File: src/rtl/hardreg_stage.sv
`default_nettype none
// ============================================================================
// Module   : hardreg_stage
// Purpose  : One slot of the elastic pipeline register. Holds a valid bit and
//            a WIDTH-bit word; loads from upstream whenever it is empty or
//            its own word is leaving downstream in the same cycle.
// Ports    : clk        - clock, rising edge
//            clr        - asynchronous active-high reset (valid and data to 0)
//            flush      - synchronous clear of the valid bit (data holds)
//            up_valid   - word offered by the previous stage / input port
//            up_data    - word offered by the previous stage / input port
//            down_ready - next stage (or consumer) can take this word
//            v          - stage holds a word
//            d          - stage data (stale when v=0)
//            ready      - stage can take a word this cycle
// Revision : 1.0 - initial release
// ============================================================================
module hardreg_stage #(
  parameter int WIDTH = 8
) (
  input  logic             clk,
  input  logic             clr,
  input  logic             flush,
  input  logic             up_valid,
  input  logic [WIDTH-1:0] up_data,
  input  logic             down_ready,
  output logic             v,
  output logic [WIDTH-1:0] d,
  output logic             ready
);

  logic             r_v;
  logic [WIDTH-1:0] r_d;

  // Empty slots are always ready, so bubbles collapse toward the output.
  assign ready = ~r_v | down_ready;
  assign v     = r_v;
  assign d     = r_d;

  always_ff @(posedge clk or posedge clr) begin
    if (clr) begin
      r_v <= 1'b0;
      r_d <= '0;
    end else if (flush) begin
      r_v <= 1'b0;
    end else if (ready) begin
      r_v <= up_valid;
      // Data only moves with a valid word; empty slots keep stale data.
      if (up_valid) begin
        r_d <= up_data;
      end
    end
  end

endmodule
`default_nettype wire

File: src/rtl/hardreg_pipe.sv
`default_nettype none
// ============================================================================
// Module   : hardreg_pipe
// Purpose  : Elastic pipeline register of DEPTH stages with valid/ready on
//            both ends, collapsing bubbles, synchronous flush and a registered
//            occupancy count.
// Ports    : clk       - clock, rising edge
//            clr       - asynchronous active-high reset
//            flush     - synchronous clear of all stage valids
//            in_valid  - upstream word present
//            in_data   - upstream word
//            in_ready  - pipe accepts in_data this cycle
//            out_valid - last stage holds a word
//            out_data  - last stage data
//            out_ready - downstream accepts out_data this cycle
//            count     - number of valid stages, 0..DEPTH
// Revision : 1.0 - initial release
// ============================================================================
module hardreg_pipe #(
  parameter  int WIDTH = 8,
  parameter  int DEPTH = 4,
  localparam int CNT_W = $clog2(DEPTH + 1)
) (
  input  logic             clk,
  input  logic             clr,
  input  logic             flush,
  input  logic             in_valid,
  input  logic [WIDTH-1:0] in_data,
  output logic             in_ready,
  output logic             out_valid,
  output logic [WIDTH-1:0] out_data,
  input  logic             out_ready,
  output logic [CNT_W-1:0] count
);

  logic [DEPTH-1:0] w_v;
  logic [WIDTH-1:0] w_d [DEPTH];
  // w_ready[i] is stage i's readiness; w_ready[DEPTH] is the consumer.
  logic [DEPTH:0]   w_ready;
  logic             w_in_xfer;
  logic             w_out_xfer;
  logic [CNT_W-1:0] r_count;

  assign w_ready[DEPTH] = out_ready;

  // clr is folded in so nothing is offered as accepted while in reset.
  assign in_ready   = w_ready[0] & ~flush & ~clr;
  assign w_in_xfer  = in_valid & in_ready;
  assign w_out_xfer = w_v[DEPTH-1] & out_ready;

  assign out_valid  = w_v[DEPTH-1];
  assign out_data   = w_d[DEPTH-1];
  assign count      = r_count;

  for (genvar i = 0; i < DEPTH; i++) begin : g_stage
    logic             w_up_valid;
    logic [WIDTH-1:0] w_up_data;

    if (i == 0) begin : g_head
      assign w_up_valid = w_in_xfer;
      assign w_up_data  = in_data;
    end else begin : g_body
      assign w_up_valid = w_v[i-1];
      assign w_up_data  = w_d[i-1];
    end

    hardreg_stage #(
      .WIDTH (WIDTH)
    ) u_stage (
      .clk        (clk),
      .clr        (clr),
      .flush      (flush),
      .up_valid   (w_up_valid),
      .up_data    (w_up_data),
      .down_ready (w_ready[i+1]),
      .v          (w_v[i]),
      .d          (w_d[i]),
      .ready      (w_ready[i])
    );
  end

  // Tracks popcount of the stage valids from the two port transfers.
  always_ff @(posedge clk or posedge clr) begin
    if (clr) begin
      r_count <= '0;
    end else if (flush) begin
      r_count <= '0;
    end else begin
      r_count <= r_count + CNT_W'(w_in_xfer) - CNT_W'(w_out_xfer);
    end
  end

endmodule
`default_nettype wire

File: config.mk
export PLATFORM = sky130hd
export DESIGN_NAME = hardreg_pipe
export DESIGN_NICKNAME = d
export VERILOG_FILES = /design/src/rtl/hardreg_stage.sv /design/src/rtl/hardreg_pipe.sv
export SDC_FILE = /design/constraint.sdc
export NUM_CORES = 1
export LEC_CHECK = 0
export BUFFER_PORTS_ARGS = -buffer_cell sky130_fd_sc_hd__buf_2
export CAP_MARGIN = 20
export CORE_MARGIN = 2
export CORE_UTILIZATION = 55
export CTS_CLUSTER_DIAMETER = 100
export DETAILED_ROUTE_END_ITERATION = 12
export PLACE_DENSITY_LB_ADDON = 0.2
export RECOVER_POWER = 50
export SLEW_MARGIN = 15
export SYNTH_ARGS = -nofsm -noshare
export SYNTH_HDL_FRONTEND = slang
export SYNTH_SLANG_ARGS = --single-unit
File: constraint.sdc
create_clock -name clk -period 2.7 [get_ports clk]
set_input_delay 0 -clock clk [delete_from_list [all_inputs] [get_ports clk]]
set_output_delay 0 -clock clk [all_outputs]
set_load 0.1 [all_outputs]
==> results.txt <==
* Clock insertion delay at the later pin of the skew report: 0.35 ns
- The die covers 3440 um^2.
- Leaving out fill and tap cells, the most frequent cell in the layout is dfrtp_1.
* First-pass GRT wire length: 4.42 mm
* Synth warnings: 0
- The total count of max-transition violations in the final report was 0.
* Number of DRC violations after detailed-routing iteration 0: 29
- Dividing the synthesized area by the synthesized cell count gives 15.4 um^2.
- Run status: complete, but fails checks
- Measured against its own limit, the worst slew margin works out to 21.8%.
* Final routed wire length divided by cell count: 13.9 um
* Buffers from clock root to sink, at most: 2
* Clock root cell: clkbuf_4
- With fillers left out, the area of the finished cells amounts to 1950 um^2.
- Adder and majority cell fraction of the synthesized area: 2.74%
- The largest single stage delay on the critical path is 0.49 ns.
- Number of synthesized register bits: 39
* Vias per std cell: 5.13
* Number of port buffers: 25
* Sinks on Clock Net: 39
- Number of antenna cells inserted: 0
- Post-Synthesis Cell Area: 1640 um^2
- Final min period: 2.27 ns
- Worst Setup End Kind: flip-flop
- For this design the static power due to leakage is 0.000944 uW.
- Number of flops mapped to enable cells by yosys: 0
* Area share of the largest cell type after synthesis: 59.4%
* Netlist cell types: 22
- Count of buffers added by post-CTS timing repair for setup: 0
- Buffers inserted to repair hold after CTS numbered 11.
- After floorplanning, the core was sized to cover 2810 um^2.
- For the pin with the worst max-slew slack, the measured transition is 1.18 ns.
* TritonCTS clock tree: built
- After clock tree synthesis, the repair step resized 0 gates.
* Post-synthesis simple-gate area fraction: 5.26%
- Overall via count from detail_route: 919
- Setup violations remaining at the end of the flow were counted as 0.
- The via count of the first global-routing pass was 996.
- Leaving out fill and tap cells, the most frequent cells in the layout are dfrtp_1 (38), mux2_2 (24), clkbuf_1 (13), buf_2 (13), dlygate4sd3_1 (11).
* Cell type group with the largest total delay on the critical path: adder cells
- Antenna violations before repair: 0
* DRC Markers: 2
- For this run, the top clock speed supported by timing is 441 MHz.
* Arrival time reported for the critical path endpoint: 2.51 ns
- Final worst clock skew: 0.00285 ns
- Cell mode on critical path: inv_1
- Among all flip-flop cells after synthesis, the most frequent one is dfrtp_1.
- Count of pins on the block boundary: 26
- Width of the die: 58.7 um
- The tool flagged a number of max-cap violations equal to 0.
- Global routing used 17.6% of the available tracks across all layers.
- In this run, CTS created clock tree buffers numbering 5.
- The net count of the finished layout is 163.
* Maximum number of pins on one net before global-route repair: 22
- The checks that failed: design-rule violations.
- Final antenna-violating net count: 0
- The initial utilization of the core area, before any placement, comes to 58.6%.
- Timing analysis after detailed placement gives a worst setup slack of 0.555 ns.
- Areal power density over the cells: 773 nW/um^2
- Syn_nets: 123
* Post-Route Hold Slack: 0.0126 ns
* Top fanout value on the critical path: 8
- Sequential elements use 59.4% of the synthesized area.
- Cell-by-cell listing of the critical path: nor2b_1, a311oi_4, inv_1, ha_1, inv_1, ha_1, inv_1, fa_1, xnor2_1, nor2_1
- Once detailed placement completed, the half-perimeter wirelength came to 1.80 mm.
* Final count of hold timing violations: 0
- Share of synthesized registers carrying an async set or reset: 100%
- The worst setup path is launched from a flip-flop.
* Cell row count: 19
* Post-Route WL: 2.49 mm
- Setup repair after global routing left no endpoint under its margin.
- Of the post-synthesis cell area, the part taken by muxes is 23.8%.
- Global placer's final weighted congestion: 0.703
- Post-Synth XOR/XNOR Area: 1.07%
* Global route overflow: 0
* Area Overhead vs Synth: 18.7%
- Number of levels in the clock H-tree: 2
- Slowest CP cell: nor2b_1
- In the synthesized netlist, the number of instances is 107.
- For the final routed database, the setup TNS stands at 0 ns.
* Worst setup slack after layout: 0.430 ns
- Across the VDD grid, the largest voltage drop is 0.483 mV.
* Data required, critical path: 2.94 ns
- Die H: 58.7 um
* Cell taking the most area after synthesis: dfrtp_1
* Main combinational cell family by area after synthesis: multiplexers
- Buffers & Inverters on Critical Path: 3
- Fraction of layout cells with a size suffix above 1: 41.2%
- The synthesized netlist devotes 3.73% of its cell area to compound gates.
* Classification of the worst setup path: reg -> reg
* Post-CTS clock slew at the launch and capture registers of the worst setup and hold paths: 0.11 ns
* Biggest area contributors in the synthesized netlist: dfrtp_1 (59%), mux2_2 (16%), mux2_4 (7.3%)
- The tightest min-delay check is of the in -> reg type.
- The first detailed-routing pass took 7 iterations.
- Of the available clock period, the critical path in the final layout requires 84.1%.
- Area after detailed placement: 1780 um^2
## where the power goes
part           switching [uW]  internal [uW]
Combinational             210            133
Clock                     191            195
Sequential               68.6            709
Total                     470           1040
## metal layers
layer	vias to the layer above	track usage [%]	share of wire (%)
met2	21	28.7	48
met4	0	5.84	1.2
met3	4	6.59	5.0
met1	445	21.8	46
li1	449	-	-
met5	-	0	0
## registers in the layout (all words and copies together) (netlist names)
| signal | count |
|---|---|
| count | 3 |
| g_stage.u_stage.d | 32 |
| g_stage.u_stage.v | 4 |
## worst min-delay path: cells and delay by family
kind / cells / cell delay [ns]
buf+inv: 1 / 0.10
compound gates: 1 / 0.09
simple gates: 1 / 0.14
## per-stage QoR
| step | utilization (%) | instances | total power (uW) |
|---|---|---|---|
| 6_report | 69.5 | 179 | 1510 |
| 5_1_grt | 69.5 | 179 | 1580 |
| 4_1_cts | 70.4 | 179 | 1530 |
| 3_5_place_dp | 63.6 | 160 | 1130 |
| 3_3_place_gp | 63.6 | 160 | 1110 |
| 2_1_floorplan | - | 107 | 1060 |
## cell families (layout without fill, tap and decap cells)
| group | after synthesis | after routing |
|---|---|---|
| flops | 39 | 39 |
| mux | 32 | 32 |
| simple gates | 14 | 14 |
| buf+inv | 11 | 52 |
| compound gates | 6 | 6 |
| fa+ha+maj | 3 | 3 |
| xor+xnor | 2 | 2 |
## final timing paths
kind	endpoint	start	slack, ns	cells past startpoint
max reg2reg	count[2]$_DFF_PP0_	g_stage[3].u_stage.v$_DFFE_PP0P_	0.43	10
max	count[2]$_DFF_PP0_	g_stage[3].u_stage.v$_DFFE_PP0P_	0.43	10
min	g_stage[0].u_stage.v$_DFFE_PP0P_	in_valid	0.01	3
min in group asynchronous	g_stage[0].u_stage.v$_DFFE_PP0P_	clr	0.34	3
max in group asynchronous	g_stage[2].u_stage.d[6]$_DFFE_PP0P_	clr	1.06	4
min reg2reg	g_stage[2].u_stage.d[1]$_DFFE_PP0P_	g_stage[1].u_stage.d[1]$_DFFE_PP0P_	0.51	1
## synthesized netlist by cell type, types with 2 or more instances
cell / count
a211o_2: 2
nor2_1: 6
buf_2: 2
a21oi_1: 3
inv_1: 6
mux2_4: 8
ha_1: 2
buf_6: 3
mux2_2: 24
dfrtp_1: 39
## layout make-up
type,instances,area [um^2]
clock buffer,5,37.5
clock inverter,3,43.8
fill,210,856
inverter,6,22.5
multi-input combinational,57,598
sequential,39,977
tap,31,38.8
timing repair buffer,38,231
(Power assumes the default switching activity.)
